[src/rtl/iter_divider.sv]
// iter_divider: multi-cycle restoring radix-2 integer divider for the EX1 stage.
// Signed mode truncates toward zero; the remainder follows the dividend's sign.
// Divide-by-zero and (optionally) |dividend| < |divisor| finish without iterating.
//
// state  | meaning
// -------+-----------------------------------------------------------
// IDLE   | waiting for en; operands captured on acceptance
// ITER   | one quotient bit per cycle, MSB first
// FIX    | apply result signs, write quotient/remainder registers
// DONE   | ready pulse; pipeline advances this cycle
module iter_divider #(
  parameter int WIDTH     = 32,
  parameter bit EARLY_OUT = 1'b1
) (
  input  logic             clk,
  input  logic             rstn,
  input  logic             en,
  input  logic             flush_exception,
  input  logic             sign,
  input  logic [WIDTH-1:0] dividend,
  input  logic [WIDTH-1:0] divisor,
  output logic [WIDTH-1:0] quotient,
  output logic [WIDTH-1:0] remainder,
  output logic             stall_divider,
  output logic             ready
);

  localparam int CW = $clog2(WIDTH);
  localparam logic [CW-1:0] CNT_INIT = CW'(WIDTH - 1);

  typedef enum logic [1:0] {
    S_IDLE = 2'd0,
    S_ITER = 2'd1,
    S_FIX  = 2'd2,
    S_DONE = 2'd3
  } state_t;

  state_t           state_q, state_d;
  logic [CW-1:0]    cnt_q, cnt_d;
  // acc holds the unsigned dividend bits still to be consumed (top) and the
  // quotient bits produced so far (bottom); after WIDTH steps it is the quotient.
  logic [WIDTH-1:0] acc_q, acc_d;
  logic [WIDTH-1:0] rem_q, rem_d;
  logic [WIDTH-1:0] b_q, b_d;
  logic             qneg_q, qneg_d;
  logic             rneg_q, rneg_d;
  // special results (divide-by-zero, early-out) are already final in acc/rem
  logic             special_q, special_d;
  logic [WIDTH-1:0] quotient_q, quotient_d;
  logic [WIDTH-1:0] remainder_q, remainder_d;
  logic             ready_q, ready_d;

  logic [WIDTH-1:0] abs_dvd, abs_dvs;
  logic [WIDTH:0]   shifted;
  logic [WIDTH-1:0] diff;
  logic             trial_ok;

  // Operand magnitudes; |MIN| wraps to 2^(WIDTH-1), which is correct as unsigned.
  assign abs_dvd = (sign && dividend[WIDTH-1]) ? (-dividend) : dividend;
  assign abs_dvs = (sign && divisor[WIDTH-1])  ? (-divisor)  : divisor;

  // One restoring step: the shifted partial remainder is WIDTH+1 bits wide,
  // and when it is >= b the difference always fits in WIDTH bits.
  assign shifted  = {rem_q, acc_q[WIDTH-1]};
  assign trial_ok = (shifted >= {1'b0, b_q});
  assign diff     = shifted[WIDTH-1:0] - b_q;

  assign stall_divider = rstn & ~flush_exception &
                         (((state_q == S_IDLE) & en) |
                          (state_q == S_ITER) |
                          (state_q == S_FIX));

  assign quotient  = quotient_q;
  assign remainder = remainder_q;
  assign ready     = ready_q;

  // Next-state and datapath update for every state; flush overrides everything.
  always_comb begin
    state_d     = state_q;
    cnt_d       = cnt_q;
    acc_d       = acc_q;
    rem_d       = rem_q;
    b_d         = b_q;
    qneg_d      = qneg_q;
    rneg_d      = rneg_q;
    special_d   = special_q;
    quotient_d  = quotient_q;
    remainder_d = remainder_q;
    ready_d     = 1'b0;

    case (state_q)
      S_IDLE: begin
        if (en) begin
          qneg_d = sign & (dividend[WIDTH-1] ^ divisor[WIDTH-1]);
          rneg_d = sign & dividend[WIDTH-1];
          b_d    = abs_dvs;
          cnt_d  = CNT_INIT;
          if (divisor == '0) begin
            special_d = 1'b1;
            acc_d     = '1;
            rem_d     = dividend;
            state_d   = S_FIX;
          end else if (EARLY_OUT && (abs_dvd < abs_dvs)) begin
            special_d = 1'b1;
            acc_d     = '0;
            rem_d     = dividend;
            state_d   = S_FIX;
          end else begin
            special_d = 1'b0;
            acc_d     = abs_dvd;
            rem_d     = '0;
            state_d   = S_ITER;
          end
        end
      end
      S_ITER: begin
        acc_d = {acc_q[WIDTH-2:0], trial_ok};
        rem_d = trial_ok ? diff : shifted[WIDTH-1:0];
        cnt_d = cnt_q - CW'(1);
        if (cnt_q == '0) begin
          state_d = S_FIX;
        end
      end
      S_FIX: begin
        if (special_q) begin
          quotient_d  = acc_q;
          remainder_d = rem_q;
        end else begin
          quotient_d  = qneg_q ? (-acc_q) : acc_q;
          remainder_d = rneg_q ? (-rem_q) : rem_q;
        end
        ready_d = 1'b1;
        state_d = S_DONE;
      end
      S_DONE: begin
        state_d = S_IDLE;
      end
      default: begin
        state_d = S_IDLE;
      end
    endcase

    if (flush_exception) begin
      state_d     = S_IDLE;
      ready_d     = 1'b0;
      quotient_d  = quotient_q;
      remainder_d = remainder_q;
    end
  end

  // State and result registers with synchronous active-low reset.
  always_ff @(posedge clk) begin
    if (!rstn) begin
      state_q     <= S_IDLE;
      cnt_q       <= '0;
      acc_q       <= '0;
      rem_q       <= '0;
      b_q         <= '0;
      qneg_q      <= 1'b0;
      rneg_q      <= 1'b0;
      special_q   <= 1'b0;
      quotient_q  <= '0;
      remainder_q <= '0;
      ready_q     <= 1'b0;
    end else begin
      state_q     <= state_d;
      cnt_q       <= cnt_d;
      acc_q       <= acc_d;
      rem_q       <= rem_d;
      b_q         <= b_d;
      qneg_q      <= qneg_d;
      rneg_q      <= rneg_d;
      special_q   <= special_d;
      quotient_q  <= quotient_d;
      remainder_q <= remainder_d;
      ready_q     <= ready_d;
    end
  end

endmodule
[config.mk]
export PLATFORM = sky130hd
export DESIGN_NAME = iter_divider
export DESIGN_NICKNAME = d
export VERILOG_FILES = /design/src/rtl/iter_divider.sv
export SDC_FILE = /design/constraint.sdc
export NUM_CORES = 1
export LEC_CHECK = 0
export ABC_AREA = 1
export CAP_MARGIN = 10
export CORE_UTILIZATION = 51
export DETAILED_ROUTE_END_ITERATION = 6
export GPL_ROUTABILITY_DRIVEN = 0
export PLACE_DENSITY = 0.72
export SLEW_MARGIN = 10
export SYNTH_ARGS = -nofsm -noshare
export SYNTH_HDL_FRONTEND = slang
export SYNTH_SLANG_ARGS = --single-unit
export TNS_END_PERCENT = 50
[constraint.sdc]
create_clock -name clk -period 3.4 [get_ports clk]
set_clock_uncertainty 0.1 [all_clocks]
set_input_delay 0.34 -clock clk [delete_from_list [all_inputs] [get_ports clk]]
set_output_delay 0.34 -clock clk [all_outputs]
set_load 0.01 [all_outputs]
==> reports/qor.csv <==
stage,metric,value,unit
synthesis,largest family of logic cells by synthesized area,simple AND/OR/NAND/NOR gates,
synthesis,main flop type after synthesis,dfxtp_1,
synthesis,simple-gate area share of the yosys netlist,0.373,
power,combinational share of power,0.467,
power,Flop pwr share,0.292,
die,Die X,171,µm
timing,"Slew Viols, Final",0,
worst_setup_path,critical path type,in2reg,
clock_network,clock buffer depth,2,
detailed_routing,DRT Wirelength,49800,µm
die,Die Area,29200,µm²
clock_network,TritonCTS clock tree,done,
synthesis,Netlist Area Pre-Place,14500,µm²
clock_network,Root Buffer,clkbuf_16,
placement,pre-CTS setup slack,-0.517,ns
flow_run,max cap viols,0,
timing,final setup fails,0,
synthesis,sequential share of the synthesized area,0.236,
worst_setup_path,Crit-path slowest cell,clkdlybuf4s50_1,
outcome,status,"complete, but fails checks",
die,Core Footprint,27900,µm²
power,switch share,0.444,
global_route,initial antenna violation count,1,
detailed_routing,via/cell ratio,5.38,
finish,most frequent cells in the layout,"713 x nand2_1, 396 x inv_1, 291 x nor2_1",
finish,Final nets,2941,
detailed_routing,WL/cell,15.6,µm
timing,Achievable Freq,302,MHz
synthesis,post-synthesis cell type count,48,
global_route,largest net degree at the start of global routing,114,
worst_setup_path,"Largest stage delay, worst path",0.49,ns
clock_network,clock latency on the worst-skew pair,0.45,ns
global_route,"Remaining Overflow, GRT",0,
synthesis,"flops & latches, synth",171,
timing,final period utilization,0.974,
power,Peak VDD IR,0.346,mV
die,Die H,171,µm
clock_network,CTS buffer count,17,
worst_hold_path,HP Class,in2reg,
synthesis,Post-synth EDFFs,0,
worst_setup_path,critical-path cell list,"clkdlybuf4s50_1, nor2_2, nand3_1, nor2_1, nand2_1, nor2_1, nand2_1, nand2_1, a21oi_1, buf_4, ha_1, nand2_1, nor2_1, nand2_1, nor4_2, nand2_1, nand2_4, nand2_8, clkbuf_16, nand2_1, nand2_1, nor2_1, nor2_1",
timing,setup TNS,0,ns
global_route,All-Layer GR Usage,0.338,
die,Top Ports,135,
worst_setup_path,"most used cell, CP",nand2_1,
timing,Fin. Hold Viols,0,
synthesis,Synthesized Nets,2664,
placement,dpl cells,3141,
synthesis,Ys Warns,0,
synthesis,Post-Synth Adder-Cell Area,0.0634,
worst_setup_path,CP Capture Type,flop,
clock_network,clk sinks,171,
detailed_routing,drt pass-1 iters,7,
synthesis,Post-Synthesis Cells,2522,
placement,DP Area,17500,µm²
finish,Layout Cells excl Fill,3190,
outcome,failing checks,design-rule violations,
power,leakage power,9.79,nW
synthesis,Synth Area per Inst,5.76,µm²
worst_setup_path,Crit Path Max Fanout,11,
synthesis,Synth Area in Compound Gates,0.144,
die,Initial Util,0.520,
worst_setup_path,startpoint types,input pin,
finish,Area Overhead vs Synth,27.9,%
clock_network,"Reg clk slew, reported paths",0.08,ns
finish,post-route cell area,18600,µm²
synthesis,XOR/XNOR Fraction of Synth Area,0.0476,
timing,worst-margin pin slew,0.943,ns
power,cell-internal power,4.60,mW
timing,setup ws final,0.0871,ns
synthesis,post-synthesis mux area share,0,
timing,slew margin rel.,0.371,
global_route,vias in the first global route,15443,
worst_setup_path,Worst EP required,3.63,ns
clock_network,hold_buf cts,0,
detailed_routing,vias post-DR,17152,
power,PD cells,445,nW/µm²
detailed_routing,Final ANT Viol Nets,0,
finish,"leading cell type in the layout, fill and taps excluded",nand2_1,
power,clock power share,0.240,
finish,share of cells above drive strength 1,0.132,
worst_setup_path,Worst EP arrival,3.55,ns
power,Sw Pwr,3.68,mW
finish,Diodes inserted,0,
detailed_routing,Post-route DRC,5,
detailed_routing,1st-iter DRT viols,1854,
global_route,first-pass GRT wire length,77000,µm
clock_network,H-tree depth,4,
placement,Buffers on Ports,134,
synthesis,asr flop ratio synth,0,
die,num rows,61,
placement,dpl hpwl,38500,µm
timing,minimum clock period after layout,3.31,ns
final cells by class:
type                       instances  area, µm²
clock inverter                    14        141
clock buffer                      18        439
timing repair buffer             351       3110
sequential                       171       3420
tap                              378        473
fill                            2598       9350
inverter                         414       1550
multi-input combinational       1844       9450
worst paths after layout:
| path | endpoint | depth (start not counted) | startpoint | slack [ns] |
|---|---|---|---|---|
| hold reg to reg | remainder[1]$_SDFFE_PN0P_ | 2 | remainder[1]$_SDFFE_PN0P_ | 0.37 |
| hold / removal | state_q[1]$_SDFFE_PN0P_ | 5 | rstn | 0.19 |
| setup / recovery | rem_q[3]$_SDFFE_PN0P_ | 23 | dividend[11] | 0.09 |
| setup reg to reg | rem_q[3]$_SDFFE_PN0P_ | 16 | rem_q[6]$_SDFFE_PN0P_ | 0.40 |
flip-flops by register name, summed over array words and instances (netlist names), 2 cells and up:
| name | flops |
|---|---|
| remainder | 32 |
| rem_q | 32 |
| state_q | 2 |
| b_q | 32 |
| acc_q | 32 |
| cnt_q | 5 |
| quotient | 32 |
cells in the mapped netlist, types with 3 or more instances:
cell	count	area, µm²
nor4_1	5	31.3
o21ai_2	6	52.6
a31oi_1	11	68.8
ha_1	72	901
and2_1	6	37.5
nand4_1	36	225
o21ai_1	8	40.0
nor3_1	14	70.1
xor2_1	69	604
buf_6	9	101
nor3_2	6	60.1
dfxtp_1	171	3420
nand2_2	12	75.1
a21o_1	3	22.5
nand3_1	155	776
nor2_4	3	33.8
buf_2	10	50.1
inv_1	404	1520
nand3b_1	3	22.5
nor2_1	311	1170
nand2_1	726	2730
xnor2_1	10	87.6
nor2_2	10	62.6
o21ai_0	148	741
a21oi_1	189	946
buf_1	5	18.8
o221ai_1	7	61.3
o211ai_1	9	67.6
inv_2	9	33.8
clkbuf_1	69	259
power by group through the flow:
stage	clock network [mW]	registers (mW)	logic [mW]
2_1_floorplan	0	2.38	2.55
3_3_place_gp	0	2.45	3.58
3_5_place_dp	0	2.45	3.65
4_1_cts	2.00	2.41	3.68
5_1_grt	2.08	2.43	4.29
6_report	1.99	2.42	3.87
logic make-up after synthesis:
family	after synthesis
XOR/XNOR	79
flip-flops	171
AND/OR/NAND/NOR	1300
buffers and inverters	507
adder cells (fa/ha/maj)	73
AO/OA/AOI/OAI	392
metrics by stage:
stage	hold slack [ns]	total power, mW	util
3_3_place_gp	0.357	6.03	0.626
6_report	0.188	8.27	0.665
3_5_place_dp	0.366	6.10	0.626
5_1_grt	0.223	8.81	0.665
4_1_cts	0.196	8.09	0.647
2_1_floorplan	0.345	4.94	-
layer usage:
metal / up-vias / track usage / part of all wire
met5: - / 0 / 0
met4: 0 / 0.173 / 0.050
met3: 157 / 0.0477 / 0.082
met2: 777 / 0.562 / 0.46
met1: 7750 / 0.426 / 0.41
li1: 8468 / - / -
timing repair:
item	4_1_cts	5_1_grt
gates resized for setup	2	91
buffers inserted	0	15
cloned	0	2
pin swaps	0	46
setup endpoints to repair	42	67
critical path: cells and delay by family:
family / cells / cell delay, ns
AND/OR/NAND/NOR: 18 / 2.03
AO/OA/AOI/OAI: 1 / 0.06
adder cells (fa/ha/maj): 1 / 0.28
buffers and inverters: 3 / 0.83
(Power assumes the default switching activity.)
==> patch: new RTL, same flow settings <==
`WIDTH`: 32 -> 16.
--- a/src/rtl/iter_divider.sv
+++ b/src/rtl/iter_divider.sv
@@ -11,3 +11,3 @@
 module iter_divider #(
-  parameter int WIDTH     = 32,
+  parameter int WIDTH     = 16,
   parameter bit EARLY_OUT = 1'b1
Interface: changed (resized dividend, divisor, quotient and remainder); port bits go from 135 to 71. The function was not compared with the original's and may differ.
==> patch against the original RTL <==
Synthesized cell count is 55% lower; setup slack better by 0.30 ns; non-clock buffer count is 265 lower; synthesized area is 52% lower; design area is 56% lower; sequential power is 48% lower; sequential cell count is 81 lower; wire length is 61% lower; power is 54% lower.
==> patch: results (changes against the original RTL) <==
[outcome]
status = finished, final reports clean

[placement]
placed_area_sq_mm = 0.007830  ; -55%
detailed_place_hpwl_microns = 14740  ; -62%
portBuffers = 70  ; -48%

[grt]
grt_usage_pct = 28.44  ; -5.4 points
grt_use_met3_pct = 4.215  ; -0.55 points
antenna_found_initial = 0  ; -1
grt_pass1_vias = 6594  ; -57%
use_met2_pct = 45.98  ; -10 points
met1_usage_pct = 38.48  ; -4.1 points
grt_pass1_wl_microns = 32190  ; -58%
grt_max_degree = 47  ; -59%

[min_path]
hold_path.class = reg -> reg
worstHoldStart = acc_q[1]$_SDFFE_PN0P_

[finish]
nets = 1280  ; -56%
layout.filler_cells = 1304  ; -50%
drive_above_1_share_pct = 6.540  ; -6.6 points

[worst_setup_path]
crit_slowest_cell = clkdlybuf4s50_1
startpoint = divisor[1]
cp_max_fo = 17  ; +6
slowest_delay_ns = 0.45  ; -0.04 ns
r2r-start = acc_q[15]$_SDFFE_PN0P_
crit_arrival_ns = 3.19  ; -0.36 ns

[synth]
ys_seq_area_share_pct = 25.86  ; +2.3 points
yosysUniqueCellTypes = 44  ; -8.3%
synth_commonest_cells = nand2_1, inv_1, nor2_1
syn_nets = 1220  ; -54%
netlist_top_cells_area = dfxtp_1, nand2_1, inv_1

[route]
firstDrtPassIters = 5  ; -2
drtIter0Drc = 662  ; -64%
vias = 7237  ; -58%
wl_per_cell_microns = 13.89  ; -11%

[power_and_ir_drop]
sw_frac_of_total_pct = 41.11  ; -3.3 points
p_leak_nw = 4.074  ; -58%
peakVddDrop_uv = 263.5  ; -24%

[timing]
tightest_slew_ns = 0.6185  ; -0.3245 ns

[cts]
htree_levels = 3  ; -1
post_cts_buffers = 0  ; unchanged
cts_made_buffers = 9  ; -8

[patch: repair_timing]
action | CTS | global route
endpoints found under the setup margin | 0 | 6
endpoints found under the hold margin | 0 | 0
gates resized for setup | 0 | 1
[patch: metal layers]
metal / share of wire (%) / vias up / routed length, microns
met1: 46 / 3202 / 8889
met5: 0 / - / 0
li1: - / 3737 / -
met4: 2.5 / 0 / 486
met2: 45 / 257 / 8720
met3: 5.9 / 41 / 1130
[patch: stage by stage]
stage / std cells / setup slack, ns
2_1_floorplan: 1143 / 0.7294
3_3_place_gp: 1368 / 0.1362
3_5_place_dp: 1368 / -0.005778
4_1_cts: 1384 / 0.3612
5_1_grt: 1384 / 0.05809
6_report: 1384 / 0.3897
[patch: cell families after synthesis]
family,after synthesis,share of synthesized area (%)
fa+ha+maj,40,7.292
buf+inv,221,12.57
xor+xnor,38,4.777
simple gates,559,34.30
flops,90,25.86
compound gates,195,15.19
[patch: final timing paths]
kind / to / slack, ns / cells after the start
setup / recovery: acc_q[12]$_SDFFE_PN0P_ / 0.39 / 19
setup reg to reg: rem_q[14]$_SDFFE_PN0P_ / 0.98 / 15
hold / removal: acc_q[1]$_SDFFE_PN0P_ / 0.37 / 2
hold reg to reg: acc_q[1]$_SDFFE_PN0P_ / 0.37 / 2
[patch: power groups by stage]
stage          clock [mW]  combinational (mW)  sequential (mW)
2_1_floorplan           0                1.21             1.26
3_3_place_gp            0                1.56             1.28
3_5_place_dp            0                1.58             1.28
4_1_cts             0.979                1.59             1.26
5_1_grt              1.02                1.83             1.28
6_report            0.964                1.61             1.26
[patch: tightest hold or removal path: stages (launching register included)]
cell and delay (ns):
dfxtp_1 0.31, nand2_1 0.06, a21oi_1 0.06
[patch: area by class of cell]
cell class	count	area (sq um)	share of cell area [%]
clock buffer	11	242.7	2.993
clock inverter	5	37.54	0.4628
inverter	184	690.7	8.516
multi-input combinational	832	4297	52.98
sequential	90	1802	22.22
tap	176	220.2	2.715
timing repair buffer	86	820.8	10.12
